File: config.mk
export PLATFORM = sky130hd
export DESIGN_NAME = model_clock_ctrl
export DESIGN_NICKNAME = d
export VERILOG_FILES = /design/src/rtl/model_clock_ctrl.sv
export SDC_FILE = /design/constraint.sdc
export NUM_CORES = 1
export LEC_CHECK = 0
export ABC_CLOCK_PERIOD_IN_PS = 4300
export CAP_MARGIN = 20
export CORE_MARGIN = 5
export CORE_UTILIZATION = 45
export CTS_CLUSTER_DIAMETER = 60
export DETAILED_ROUTE_END_ITERATION = 16
export GPL_TIMING_DRIVEN = 0
export PLACE_DENSITY = 0.65
export SYNTH_ARGS = -nofsm -noshare
export SYNTH_HDL_FRONTEND = slang
export SYNTH_SLANG_ARGS = --single-unit
File: constraint.sdc
create_clock -name clk -period 4.3 [get_ports clk]
set_input_delay 0.43 -clock clk [delete_from_list [all_inputs] [get_ports clk]]
set_output_delay 0.43 -clock clk [all_outputs]
set_load 0.01 [all_outputs]
File: src/rtl/model_clock_ctrl.sv
//-----------------------------------------------------------------------------
// model_clock_ctrl
//
// Decides when the model advances. Instead of dividing the fast clock down to
// a slow model clock, this block emits a one-cycle `tick` enable on the fast
// clock. Four operating modes are driven by a byte command stream:
//   'R' (0x52)      free-run, one tick every 2**div_exp cycles
//   'P' (0x50)      pause, no ticks
//   'S' (0x53)      single step (only honoured while paused)
//   'B' (0x42) N    burst of N ticks at the current period, then pause
//   'D' (0x44) E    set period exponent div_exp = E[4:0], mode unchanged
// Any other command byte is ignored. 'B' and 'D' take one argument byte; the
// argument is taken verbatim even if it equals a command code.
//
// Ports
//   clk         in   main clock (100 MHz)
//   rst_n       in   synchronous active-low reset
//   cmd_data    in   command or argument byte
//   cmd_valid   in   cmd_data is valid
//   cmd_ready   out  block accepts a byte (always 1 outside reset)
//   tick        out  one-clk-cycle model advance pulse
//   running     out  1 in RUN or BURST, 0 in PAUSE
//   div_exp     out  current period exponent
//   tick_count  out  ticks issued since reset, wraps at 16 bits
//
// Handshake: a byte transfers on a rising clk edge where cmd_valid and
// cmd_ready are both high. The source holds cmd_data stable while cmd_valid
// is high and not yet accepted; this block never withdraws cmd_ready once
// out of reset, so every valid byte is accepted on the edge it is presented.
//
// All outputs come straight from flops.
//-----------------------------------------------------------------------------
`timescale 1ns/1ps

module model_clock_ctrl #(
    parameter int unsigned DEFAULT_DIV_EXP = 26,
    parameter int unsigned AUTO_RUN        = 1,
    parameter int unsigned CNT_W           = 32
) (
    input  logic        clk,
    input  logic        rst_n,
    input  logic [7:0]  cmd_data,
    input  logic        cmd_valid,
    output logic        cmd_ready,
    output logic        tick,
    output logic        running,
    output logic [4:0]  div_exp,
    output logic [15:0] tick_count
);

    // The counter must hold 2**31 - 1 for the largest exponent.
    if (CNT_W < 32) begin : g_cnt_w_check
        $error("model_clock_ctrl: CNT_W must be at least 32");
    end

    //-------------------------------------------------------------------------
    // Command codes
    //-------------------------------------------------------------------------
    localparam logic [7:0] CMD_RUN   = 8'h52;
    localparam logic [7:0] CMD_PAUSE = 8'h50;
    localparam logic [7:0] CMD_STEP  = 8'h53;
    localparam logic [7:0] CMD_BURST = 8'h42;
    localparam logic [7:0] CMD_DIV   = 8'h44;

    //-------------------------------------------------------------------------
    // Control state: the mode plus an independent "argument pending" flag.
    // Kept together in one struct so the whole control state is visible as a
    // single signal (ctrl_q) when probing the design.
    //-------------------------------------------------------------------------
    typedef enum logic [1:0] {
        MODE_PAUSE = 2'd0,
        MODE_RUN   = 2'd1,
        MODE_BURST = 2'd2
    } mode_e;

    typedef enum logic [1:0] {
        ARG_NONE = 2'd0,
        ARG_B    = 2'd1,
        ARG_D    = 2'd2
    } arg_e;

    typedef struct packed {
        mode_e mode;
        arg_e  arg;
    } ctrl_state_t;

    localparam mode_e          RESET_MODE    = (AUTO_RUN != 0) ? MODE_RUN : MODE_PAUSE;
    localparam logic           RESET_RUNNING = (AUTO_RUN != 0);
    localparam logic [4:0]     RESET_DIV_EXP = 5'(DEFAULT_DIV_EXP);
    localparam logic [CNT_W-1:0] CNT_ONE     = CNT_W'(1);

    //-------------------------------------------------------------------------
    // Registers and next-state signals
    //-------------------------------------------------------------------------
    ctrl_state_t      ctrl_q,      ctrl_d;
    logic [CNT_W-1:0] cnt_q,       cnt_d;
    logic [7:0]       remaining_q, remaining_d;
    logic [4:0]       div_exp_q,   div_exp_d;
    logic             tick_q,      tick_d;
    logic             running_q,   running_d;
    logic [15:0]      tick_count_q;
    logic             cmd_ready_q;

    logic             cmd_accept;
    logic             cnt_restart;
    logic             step_req;
    logic [CNT_W-1:0] period_mask;
    logic             period_end;

    assign cmd_accept  = cmd_valid && cmd_ready_q;

    // Terminal count is 2**div_exp - 1; with div_exp = 0 it is 0, so every
    // cycle is a period end and the block ticks continuously.
    assign period_mask = (CNT_ONE << div_exp_q) - CNT_ONE;
    assign period_end  = (cnt_q == period_mask);

    //-------------------------------------------------------------------------
    // Next-state logic
    //-------------------------------------------------------------------------
    always_comb begin
        ctrl_d      = ctrl_q;
        cnt_d       = cnt_q;
        remaining_d = remaining_q;
        div_exp_d   = div_exp_q;
        tick_d      = 1'b0;
        cnt_restart = 1'b0;
        step_req    = 1'b0;

        // Command / argument decode.
        if (cmd_accept) begin
            case (ctrl_q.arg)
                ARG_B: begin
                    ctrl_d.arg  = ARG_NONE;
                    cnt_restart = 1'b1;
                    if (cmd_data == 8'd0) begin
                        ctrl_d.mode = MODE_PAUSE;
                    end else begin
                        ctrl_d.mode = MODE_BURST;
                        remaining_d = cmd_data;
                    end
                end
                ARG_D: begin
                    ctrl_d.arg  = ARG_NONE;
                    div_exp_d   = cmd_data[4:0];
                    cnt_restart = 1'b1;
                end
                default: begin
                    case (cmd_data)
                        CMD_RUN: begin
                            ctrl_d.mode = MODE_RUN;
                            cnt_restart = 1'b1;
                        end
                        CMD_PAUSE: begin
                            ctrl_d.mode = MODE_PAUSE;
                            cnt_restart = 1'b1;
                        end
                        CMD_STEP: begin
                            step_req = (ctrl_q.mode == MODE_PAUSE);
                        end
                        CMD_BURST: begin
                            ctrl_d.arg = ARG_B;
                        end
                        CMD_DIV: begin
                            ctrl_d.arg = ARG_D;
                        end
                        default: begin
                        end
                    endcase
                end
            endcase
        end

        // Period counter. A command that restarts the counter also cancels
        // any tick that would have come out of the current cycle, so a new
        // mode or period always starts from a clean phase.
        if (cnt_restart) begin
            cnt_d = '0;
        end else if (ctrl_q.mode == MODE_PAUSE) begin
            cnt_d  = '0;
            tick_d = step_req;
        end else if (period_end) begin
            cnt_d  = '0;
            tick_d = 1'b1;
            if (ctrl_q.mode == MODE_BURST) begin
                remaining_d = remaining_q - 8'd1;
                // Final burst tick: drop to PAUSE on the same edge that
                // raises the tick, so running falls while tick is high.
                if (remaining_q == 8'd1) begin
                    ctrl_d.mode = MODE_PAUSE;
                end
            end
        end else begin
            cnt_d = cnt_q + CNT_ONE;
        end

        running_d = (ctrl_d.mode != MODE_PAUSE);
    end

    //-------------------------------------------------------------------------
    // State registers
    //-------------------------------------------------------------------------
    always_ff @(posedge clk) begin
        if (!rst_n) begin
            ctrl_q.mode  <= RESET_MODE;
            ctrl_q.arg   <= ARG_NONE;
            cnt_q        <= '0;
            remaining_q  <= 8'd0;
            div_exp_q    <= RESET_DIV_EXP;
            tick_q       <= 1'b0;
            running_q    <= RESET_RUNNING;
            tick_count_q <= 16'd0;
            cmd_ready_q  <= 1'b0;
        end else begin
            ctrl_q       <= ctrl_d;
            cnt_q        <= cnt_d;
            remaining_q  <= remaining_d;
            div_exp_q    <= div_exp_d;
            tick_q       <= tick_d;
            running_q    <= running_d;
            tick_count_q <= tick_count_q + {15'd0, tick_q};
            cmd_ready_q  <= 1'b1;
        end
    end

    //-------------------------------------------------------------------------
    // Outputs
    //-------------------------------------------------------------------------
    assign cmd_ready  = cmd_ready_q;
    assign tick       = tick_q;
    assign running    = running_q;
    assign div_exp    = div_exp_q;
    assign tick_count = tick_count_q;

endmodule

## Yosys cells after proc, flatten, opt, wreduce, memory -nomap -nowiden

Cells that the tools add are included.

| storage, ports and cells | value |
|---|---|
| input port bits | 11 |
| flip-flop bits (word level) | 68 |

| cells by class | value |
|---|---|
| mux-type cells | 27 |
| reductions and logical operators | 11 |
| $add $sub $neg | 4 |
| shift-type cells | 1 |
| equal/unequal tests | 10 |
| bitwise operators | 1 |

Operators by type and width:

| kind | number |
|---|---|
| $mux W8 | 7 |
| $eq A8 B7 Y1 const B | 5 |
| $add A32 B1 Y32 const B | 1 |
| $eq A32 B32 Y1 | 1 |
| $shl A1 B5 Y32 const A | 1 |
| $sub A32 B1 Y32 const B | 1 |
| $add A16 B1 Y16 | 1 |
| $mux W2 | 7 |
| $pmux W2 S2 | 3 |
| $mux W1 | 9 |
| $eq A8 B1 Y1 const B | 1 |
| $logic_not A8 Y1 | 1 |
| $sub A8 B1 Y8 const B | 1 |
| $reduce_or A2 Y1 | 3 |
| $eq A2 B2 Y1 const B | 2 |
| $mux W4 | 1 |
| $reduce_and A2 Y1 | 2 |
| $reduce_or A4 Y1 | 1 |
| $reduce_bool A3 Y1 | 1 |
| $eq A2 B1 Y1 const B | 1 |
| $logic_not A2 Y1 | 1 |
| $reduce_bool A2 Y1 | 1 |
| $logic_and A1 B1 Y1 | 1 |
| $not A1 Y1 | 1 |

## Depth between registers and ports, before layout

Gate-level depths: netlist of run 1.

| logic depth | value |
|---|---|
| depth in word-level cells | 10 |
| gate-level depth with buffers | 17 |
| depth with buffers taken out | 11 |

## Least setup slack after synthesis of run 1

Ideal clock, no wire load.

| path | value |
|---|---|
| path type | reg-to-reg |
| from | register div_exp_q[2] (netlist: div_exp[2]) |
| to | register running_q (netlist: running) |
| library setup time | 120 ps |
| path slack | 761 ps |
| required time | 4180 ps |
| stages on the path, launching flop included | 17 |
| clock period less this slack | 3539 ps |
| data arrival time | 3419 ps |
| path buffers | 5 |
| cell sequence | dfxtp_1 > buf_4 > buf_2 > buf_6 > nor3_1 > nand3b_1 > ha_1 > buf_2 > nand2_1 > nor3_1 > or4_1 > a222oi_1 > nand4_1 > nor3_4 > buf_6 > a31oi_1 > or2_1 |

| between the ends | value |
|---|---|
| longest elaborated chain between the ends | 7 |

RTL lines:

| what | RTL line | text |
|---|---|---|
| start: declaration | 98 | `logic [4:0] div_exp_q, div_exp_d;` |
| start signal: assignment | 217 | `div_exp_q <= div_exp_d;` |
| $shl A1 B5 Y32 | 114 | `assign period_mask = (CNT_ONE << div_exp_q) - CNT_ONE;` |
| $sub A32 B1 Y32 | 114 |  |
| $eq A32 B32 Y1 | 115 | `assign period_end = (cnt_q == period_mask);` |
| $mux W2 | 181 | `end else if (period_end) begin` |
| $mux W2 | 178 | `end else if (ctrl_q.mode == MODE_PAUSE) begin` |
| $mux W2 | 176 | `if (cnt_restart) begin` |
| $reduce_bool A2 Y1 | 196 | `running_d = (ctrl_d.mode != MODE_PAUSE);` |
| end signal: assignment | 219 | `running_q <= running_d;` |
| end: declaration | 100 | `logic running_q, running_d;` |

Every way passes these cells.
A chain may end at the register's enable or synchronous reset.

## Worst setup path in the final report of run 1

Same ends and word-level chain as after synthesis.

==> impl_metrics.py, run 1 <==
metrics = {
    "status": {
        "outcome": "finished, final reports clean",
    },
    "power": {
        "irDropWorstVdd_uv": 191,
        "switching_share_pct": 22.5,
        "p_switching_uw": 276,
        "power.density_mw_per_mm2": 244,
        "power_frac_seq_pct": 52.1,
        "combPwrFrac_pct": 3.6,
        "p_clk_share_pct": 44.3,
        "power.leakage_uw": 0.00186,
        "internal_power_uw": 949,
    },
    "die": {
        "dieArea_mm2": 0.0116,
        "core-area_mm2": 0.00928,
        "die_w_um": 108,
        "ios": 35,
        "row_count": 35,
        "die_height_um": 108,
        "initial_core_util_pct": 46.2,
    },
    "grt": {
        "antenna_found_initial": 0,
        "grt_busiest_layer": "met2",
        "grt_pass1_vias": 3871,
        "grt_use_met1_pct": 26.2,
        "grt_pass1_wl_um": 18800,
        "use_met2_pct": 32.6,
        "groute.usage.overall_pct": 20.2,
        "grt_util_met3_pct": 4.44,
        "grt_overflow": 0,
        "grt_max_degree": 12,
    },
    "clock_tree": {
        "clkTransAtPathRegs_ns": 0.08,
        "cts_buffers": 9,
        "clk_latency_ns": 0.35,
        "cts_sinks": 68,
        "cts_buffer_depth": 2,
        "htree_levels": 3,
        "cts_tree": "done",
        "cts-root-buf": "clkbuf_8",
        "cts_hold_buffers": 0,
    },
    "finish": {
        "layout_common_cells": "nor2_1 (77), dfxtp_1 (68), nand2_1 (53)",
        "regArea_mm2": 0.00136,
        "final_area_mm2": 0.00503,
        "drive_gt1_share_pct": 9.06,
        "n_antenna_cell": 0,
        "multi_input_area_mm2": 0.00270,
        "fillers": 890,
        "syn_to_final_growth_pct": 17.1,
        "nNetsFinal": 610,
        "final_common_cell": "nor2_1",
    },
    "logic_synthesis": {
        "syn_nets": 563,
        "yosysTopAreaCell": "dfxtp_1",
        "netlist_area_mm2": 0.00429,
        "ys_seq_area_share_pct": 31.7,
        "synth_edf_count": 0,
        "synth-simple-area-share_pct": 29.9,
        "synth_top_family_by_area": "simple AND/OR/NAND/NOR gates",
        "synth.top_cell.area_share_pct": 31.7,
        "synth-seq-cells": 68,
        "yosys_warnings": 0,
        "muxShareOfSynthArea_pct": 1.92,
        "post_synth_inst_count": 544,
        "synth-xor-area-share_pct": 11.3,
        "synthAdderAreaFrac_pct": 2.33,
        "synth.distinct_cells": 71,
        "synth-compound-area-share_pct": 17.3,
        "avgSynthCellArea_um2": 7.89,
        "async_reset_ff_share_pct": 0,
        "synth_ff_type": "dfxtp_1",
        "synthTopCellsByArea": "dfxtp_1 (32%), nor2_1 (6.7%), xor2_1 (6.5%), nand2_1 (4.6%), xnor2_1 (3.7%)",
    },
    "sta": {
        "slew_headroom_pct": 61.1,
        "rsz0062_at_grt": "false",
        "fin_crit_sh_pct": 93.9,
        "fmax_ghz": 0.248,
        "hold_violations": 0,
        "timing.setup.tns_ns": 0,
        "finalSetupViolations": 0,
        "worst_slew_pin_slew_ns": 0.580,
        "skew_ns": 0.0110,
        "min_period_ns": 4.04,
        "drv_slew": 0,
    },
    "critical_path": {
        "worst-endpoint-required_ns": 4.55,
        "path_class": "reg -> reg",
        "path_max_fanout": 10,
        "worstSetupEndpointType": "register",
        "start_kind": "register",
        "worst-endpoint-arrival_ns": 4.28,
    },
    "routing": {
        "ant_nets": 0,
        "vias_per_cell": 5.66,
        "drtIter0Drc": 283,
        "drc": 0,
        "wl_per_cell_um": 15.6,
        "first_pass_iters": 5,
        "via_count": 4103,
        "wl_um": 11300,
    },
    "placed_design": {
        "dp_hpwl_um": 8450,
        "io_buffer_count": 34,
        "placed_area_mm2": 0.00479,
        "gp_congestion": 0.935,
    },
    "hold_path": {
        "min-delay-path-class": "reg -> reg",
    },
    "flow_run": {
        "maxCapViolations": 0,
    },
}
final cells by class:
cell class                 count  area share (%)
clock inverter                 4           0.946
tap                          129            3.21
sequential                    68            27.1
timing repair buffer          36            7.07
buffer                        32            3.61
multi-input combinational    427            53.7
inverter                      17            1.27
clock buffer                  12            3.09
cell families (layout without fill, tap and decap cells):
logic type,Yosys count,count (layout)
buffers and inverters,49,101
flip-flops,68,68
AND/OR/NAND/NOR,253,253
adder cells (fa/ha/maj),8,8
multiplexers,8,8
AO/OA/AOI/OAI,106,106
XOR/XNOR,52,52
final timing paths:
| path | startpoint | to | slack [ns] | cells after the start |
|---|---|---|---|---|
| worst min register to register | remaining_q[6] | remaining_q[6] | 0.49 | 2 |
| worst max register to register | div_exp[2] | running | 0.26 | 16 |
| worst min-delay path | remaining_q[6] | remaining_q[6] | 0.49 | 2 |
| worst max-delay path | div_exp[2] | running | 0.26 | 16 |
power groups by stage:
| stage | clock, uW | sequential (uW) | combinational, uW |
|---|---|---|---|
| floorplan | 0 | 651 | 20.8 |
| global placement | 0 | 652 | 42.8 |
| detailed placement | 0 | 652 | 43.2 |
| CTS | 566 | 638 | 43.3 |
| global route | 591 | 638 | 48.0 |
| finish | 543 | 638 | 44.0 |
worst max-delay path, cell delays in order, from the launching register on:
cell and delay [ns]:
dfxtp_1 0.34, buf_4 0.17, buf_2 0.19, buf_6 0.16, nor3_2 0.28, nand3b_1 0.12, ha_1 0.27, buf_2 0.21
nand2_1 0.11, nor3_1 0.06, or4_1 0.47, a222oi_1 0.36, nand4_1 0.30, nor3_4 0.32, buf_6 0.18, a31oi_1 0.12
or2_1 0.24
per-layer routing:
layer / part of all wire [%] / wire length (um)
met5: 0 / 0
met4: 2.3 / 265
met3: 6.1 / 686
met2: 46 / 5260
met1: 45 / 5120
cell usage after synthesis, types with 4 or more instances:
cell / instances
nand3_1: 21
buf_2: 14
nor2b_1: 4
and4_1: 6
dfxtp_1: 68
nor2_1: 77
nor4_1: 4
inv_1: 17
xor2_1: 32
and3_1: 12
ha_1: 8
a211oi_1: 4
xnor2_1: 18
o21a_1: 6
and2_1: 7
clkbuf_1: 9
nand2_1: 53
or3_1: 9
nand4_1: 15
a21oi_1: 22
nor3_1: 17
buf_4: 4
o22ai_1: 4
mux2i_1: 6
o21ai_0: 22
nand3b_1: 6
a31oi_1: 6
o211ai_1: 4
per-stage QoR:
step	power [uW]	std cells	setup WS [ns]	hold slack (ns)	utilization [%]
CTS	1250	723	0.127	0.493	53.8
detailed placement	695	707	0.153	0.478	51.6
floorplan	672	544	0.761	0.442	-
global route	1280	725	0.0112	0.525	54.1
global placement	695	707	0.155	0.461	51.6
finish	1220	725	0.264	0.495	54.1
sequential cells by signal, summed over array words and instances, names as in the netlist:
name and cells:
remaining_q 8, running 1, cmd_ready 1, div_exp 5, tick 1, tick_count 16
ctrl_q 4, cnt_q 32
what timing repair did:
| item | CTS | global route |
|---|---|---|
| resized for setup | 0 | 4 |
| setup buffers | 0 | 2 |
| endpoints found under the setup margin | 0 | 40 |
Power figures use the tool's default switching activity.
==> run 2: changes to the inputs <==
--- a/config.mk
+++ b/config.mk
@@ -5,7 +5,7 @@
 export SDC_FILE = /design/constraint.sdc
 export NUM_CORES = 1
 export LEC_CHECK = 0
-export ABC_CLOCK_PERIOD_IN_PS = 4300
+export ABC_CLOCK_PERIOD_IN_PS = 3980
 export CAP_MARGIN = 20
 export CORE_MARGIN = 5
 export CORE_UTILIZATION = 45
==> constraint.sdc (replaced) <==
create_clock -name clk -period 3.98 [get_ports clk]
set_input_delay 0.398 -clock clk [delete_from_list [all_inputs] [get_ports clk]]
set_output_delay 0.398 -clock clk [all_outputs]
set_load 0.01 [all_outputs]
==> run 2 against run 1 <==
Hold slack hardly changed. Design area up 1.3%. Sequential power grew 8.0%. Non-clock buffer count rose by 5. Via count increased by 1.1%. Count of clock-buffer cells in the layout unchanged. Worst setup slack got worse by 0.12 ns. Largest cell class unchanged. Largest power group unchanged.
==> impl_metrics.py, run 2 (same netlist as run 1, synthesis figures left out) <==
metrics = {
    "die": {
        "ios": 35,
        "die_w_um": 108,
        "die_height_um": 108,
        "row_count": 35,
        "initial_core_util_pct": 46.2,
        "dieArea_mm2": 0.0116,
        "core-area_mm2": 0.00928,
    },
    "placed_design": {
        "gp_congestion": 0.935,
        "placed_cells": 707,
        "io_buffer_count": 34,
        "place_ws_ns": -0.167,
        "dp_hpwl_um": 8450,
    },
    "critical_path": {
        "path_class": "reg -> reg",
        "start_kind": "register",
        "worst-endpoint-required_ns": 4.23,
        "worst-endpoint-arrival_ns": 4.09,
        "path_max_fanout": 10,
        "worstSetupEndpointType": "register",
    },
    "grt": {
        "grt_overflow": 0,
        "groute.usage.overall_pct": 20.2,
        "grt_max_degree": 12,
        "grt_pass1_wl_um": 18800,
        "grt_pass1_vias": 3862,
        "antenna_found_initial": 0,
    },
    "clock_tree": {
        "cts_buffer_depth": 2,
        "cts_sinks": 68,
        "htree_levels": 3,
        "cts_buffers": 9,
        "clkTransAtPathRegs_ns": 0.08,
        "clk_latency_ns": 0.35,
        "cts_tree": "done",
        "cts-root-buf": "clkbuf_8",
    },
    "power": {
        "p_switching_uw": 301,
        "irDropWorstVdd_uv": 207,
        "power.leakage_uw": 0.00190,
        "p_clk_share_pct": 44.4,
        "power_frac_seq_pct": 52.0,
        "internal_power_uw": 1030,
        "combPwrFrac_pct": 3.6,
        "switching_share_pct": 22.7,
        "power.density_mw_per_mm2": 261,
    },
    "sta": {
        "fmax_ghz": 0.260,
        "fin_crit_sh_pct": 96.5,
        "min_period_ns": 3.84,
        "slew_headroom_pct": 60.1,
        "skew_ns": 0.0107,
        "worst_slew_pin_slew_ns": 0.593,
        "drv_slew": 0,
        "post-route-worst-setup-slack_ns": 0.141,
        "finalSetupViolations": 0,
        "hold_violations": 0,
    },
    "finish": {
        "drive_gt1_share_pct": 10.3,
        "fillers": 880,
        "stdcell_count": 730,
        "final_util_pct": 54.8,
        "nNetsFinal": 615,
        "top_register": "cnt_q",
        "largest_register_ff_count": 32,
        "layout_common_cells": "nor2_1 (77), dfxtp_1 (68), nand2_1 (53)",
        "multi_input_area_mm2": 0.00272,
        "syn_to_final_growth_pct": 18.6,
        "regArea_mm2": 0.00136,
        "final_common_cell": "nor2_1",
        "n_antenna_cell": 0,
    },
    "routing": {
        "vias_per_cell": 5.68,
        "first_pass_iters": 5,
        "ant_nets": 0,
        "via_count": 4148,
        "wl_per_cell_um": 15.6,
        "drc": 0,
        "wl_um": 11400,
        "drtIter0Drc": 320,
    },
    "flow_run": {
        "maxCapViolations": 0,
    },
    "status": {
        "outcome": "finished, final reports clean",
    },
    "hold_path": {
        "min-delay-path-class": "reg -> reg",
    },
}
[run 2: cell count changes in the layout (fill, tap and decap cells not counted), sizes merged]
cell and change:
buf +5
[run 2: routing by layer]
layer  GRT usage, %  wire, um
met1           26.3      5090
met2           32.5      5320
met3           4.44       718
met4           7.94       264
met5              0         0
[run 2: critical path, cell delays in order, from the launching register on]
cell      delay [ns]
dfxtp_1         0.34
buf_4           0.17
buf_2           0.19
buf_6           0.17
nor3_4          0.22
nand3b_1        0.11
ha_2            0.23
clkbuf_4        0.19
nand2_1         0.11
nor3_1          0.06
or4_1           0.47
a222oi_1        0.35
nand4_1         0.15
buf_4           0.19
nor3_4          0.26
buf_6           0.16
a31oi_1         0.11
or2_1           0.24
[run 2: power by group through the flow]
stage	Sequential [uW]	Combinational, uW	Clock [uW]
3_3_place_gp	704	46.3	0
2_1_floorplan	704	22.5	0
5_1_grt	690	52.1	639
3_5_place_dp	704	46.7	0
4_1_cts	689	46.7	611
6_report	689	47.7	589
[run 2: worst paths after layout]
path / startpoint / end / slack [ns] / depth (start not counted)
worst max register to register: div_exp[2] / running / 0.14 / 17
worst min-delay path: remaining_q[6] / remaining_q[6] / 0.50 / 2
worst max-delay path: div_exp[2] / running / 0.14 / 17
worst min register to register: remaining_q[6] / remaining_q[6] / 0.50 / 2
[run 2: area by class of cell]
class	instances	area share, %
flip-flops and latches	68	26.7
multi-input cells	427	53.4
inverters	17	1.25
well taps	129	3.17
clock inverters	4	0.934
repair buffers	41	7.72
clock buffers	12	3.05
plain buffers	32	3.74
[run 2: what timing repair did]
item | in CTS | in global routing
hold buffers | 0 | 0
resized for setup | 3 | 10
pin swaps | 1 | 5
setup buffers | 0 | 7
endpoints found under the setup margin | 40 | 43
cloned | 0 | 0
[run 2: through the flow]
| stage | hold slack, ns | area [um2] | TNS [ns] | power [uW] |
|---|---|---|---|---|
| after floorplan | 0.426 | 4290 | 0 | 726 |
| after detailed placement | 0.478 | 4790 | -5.27 | 751 |
| final | 0.495 | 5090 | 0 | 1330 |
| after global placement | 0.461 | 4790 | -5.16 | 751 |
| after CTS | 0.493 | 5010 | -0.0165 | 1350 |
| after global routing | 0.525 | 5090 | -0.0109 | 1380 |
==> run 3: changes to the inputs <==
--- a/config.mk
+++ b/config.mk
@@ -7,6 +7,7 @@
 export LEC_CHECK = 0
 export ABC_CLOCK_PERIOD_IN_PS = 3980
 export CAP_MARGIN = 20
+export CORE_ASPECT_RATIO = 1.4
 export CORE_MARGIN = 5
 export CORE_UTILIZATION = 45
 export CTS_CLUSTER_DIAMETER = 60
==> run 3 against run 2 <==
Count of clock-buffer cells in the layout shrank 2. Worst setup slack lost 0.0071 ns. Core utilization grew 0.32 points. Clock skew shrank 0.0060 ns. Combinational power grew 4%. Critical path type unchanged. Largest cell class unchanged. Highest routed layer unchanged.
==> impl_metrics.py, run 3 (same netlist as run 1, synthesis figures left out) <==
metrics = {
    "status": {
        "outcome": "finished, final reports clean",
    },
    "finish": {
        "n_antenna_cell": 0,
        "syn_to_final_growth_pct": 20.9,
        "nNetsFinal": 616,
        "final_util_pct": 55.1,
        "drive_gt1_share_pct": 10.5,
        "layout_common_cells": "nor2_1 (77), dfxtp_1 (67), nand2_1 (53)",
        "final_common_cell": "nor2_1",
        "top_register": "cnt_q",
        "fillers": 898,
        "stdcell_count": 712,
        "largest_register_ff_count": 32,
    },
    "critical_path": {
        "worst-endpoint-arrival_ns": 4.07,
        "worstSetupEndpointType": "register",
        "timing.rr.end": "cnt_q[7]",
        "path_class": "reg -> reg",
        "crit-reg2reg-launch": "div_exp[2]",
        "rrSetupSlack_ns": 0.13,
        "worst-endpoint-required_ns": 4.21,
        "r2r_cells": 17,
        "start_kind": "register",
        "path_max_fanout": 10,
    },
    "power": {
        "irDropWorstVdd_uv": 202,
        "power.leakage_uw": 0.00195,
        "power.density_mw_per_mm2": 294,
    },
    "sta": {
        "worst_slew_pin_slew_ns": 0.648,
        "rsz0062_at_grt": "true",
        "drv_slew": 0,
        "post-route-worst-setup-slack_ns": 0.134,
        "slew_headroom_pct": 56.6,
        "skew_ns": 0.00475,
        "fin_hold_ws_ns": 0.477,
        "min_period_ns": 3.85,
        "fin_crit_sh_pct": 96.6,
        "finalSetupViolations": 0,
        "fmax_ghz": 0.260,
        "timing.setup.tns_ns": 0,
        "hold_violations": 0,
    },
    "clock_tree": {
        "cts_buffers": 9,
        "htree_levels": 3,
        "cts_sinks": 68,
        "cts-root-buf": "clkbuf_16",
        "clk_latency_ns": 0.34,
        "cts_hold_buffers": 0,
        "clkTransAtPathRegs_ns": 0.06,
        "cts_tree": "done",
        "cts_buffer_depth": 2,
    },
    "grt": {
        "grt_overflow": 0,
        "grt_pass1_vias": 4141,
        "grt_pass1_wl_um": 20100,
        "groute.usage.overall_pct": 21.7,
        "antenna_found_initial": 0,
        "grt_max_degree": 13,
    },
    "routing": {
        "wl_um": 12100,
        "via_count": 4254,
        "drtIter0Drc": 264,
        "wl_per_cell_um": 17.0,
        "first_pass_iters": 5,
        "vias_per_cell": 5.97,
        "ant_nets": 0,
        "drc": 0,
    },
    "placed_design": {
        "place_ws_ns": -0.161,
        "gp_congestion": 0.906,
        "dp_hpwl_um": 8810,
        "placed_cells": 688,
        "io_buffer_count": 34,
    },
    "flow_run": {
        "maxCapViolations": 0,
    },
    "hold_path": {
        "min-delay-path-class": "reg -> reg",
        "min_from": "remaining_q[6]",
        "min_to": "remaining_q[6]",
        "hold-path-cell-count": 2,
    },
    "die": {
        "die_height_um": 126,
        "die_w_um": 92.5,
        "dieArea_mm2": 0.0116,
        "core-area_mm2": 0.00941,
        "initial_core_util_pct": 45.6,
        "row_count": 42,
        "ios": 35,
    },
}
## run 3: changes by cell type in the layout (fill, tap and decap cells not counted), sizes merged
cell | before | now
clkbuf | 24 | 22
clkinv | 2 | 4
buf | 27 | 28
## run 3: stage by stage
step	total power [uW]	area, um2
global placement	752	4770
floorplan	726	4290
finish	1530	5190
global route	1580	5190
detailed placement	752	4770
CTS	1550	5100
## run 3: critical path: stages, from the launching register on
cell	delay [ns]
dfxtp_1	0.32
buf_4	0.17
clkbuf_4	0.19
buf_6	0.17
nor3_4	0.22
nand3b_1	0.18
ha_4	0.23
clkbuf_4	0.18
buf_4	0.19
xor2_1	0.17
nand4_1	0.11
o21ai_1	0.14
nand4_1	0.23
or3_4	0.46
nand2b_1	0.17
nand4b_1	0.27
buf_4	0.26
nor2_1	0.07
## run 3: how the worst max path moves through the flow
stage | from | endpoint | slack (ns) | depth (start not counted)
2_1_floorplan | div_exp[2] | running | 0.44 | 16
3_3_place_gp | div_exp[1] | cnt_q[6] | -0.17 | 16
3_5_place_dp | div_exp[2] | cnt_q[7] | -0.16 | 17
4_1_cts | div_exp[1] | running | 0.03 | 16
5_1_grt | div_exp[2] | running | -0.03 | 16
6_report | div_exp[2] | cnt_q[7] | 0.13 | 17
## run 3: layout make-up
cell class | instances | area (um2) | share of cell area [%]
clock buffer | 10 | 229 | 4.41
clock inverter | 6 | 65.1 | 1.25
sequential | 68 | 1360 | 26.3
timing repair buffer | 42 | 413 | 7.96
multi-input combinational | 427 | 2720 | 52.4
buffer | 32 | 196 | 3.79
inverter | 17 | 63.8 | 1.23
tap | 110 | 138 | 2.65
## run 3: metal layers
metal  global-route usage [%]  part of all wire [%]
met3                     5.23                   6.0
met2                     35.3                    47
met4                     14.1                   5.7
met5                        0                     0
met1                     25.2                    41
## run 3: report_power, final
group	internal, uW	switching [uW]
Clock	484	302
Sequential	684	5.16
Combinational	20.8	28.6
Total	1190	336
## run 3: timing repair
action,4_1_cts,5_1_grt
pin swaps,1,8
gates resized for setup,8,9
buffers inserted,2,6
endpoints found under the setup margin,40,42
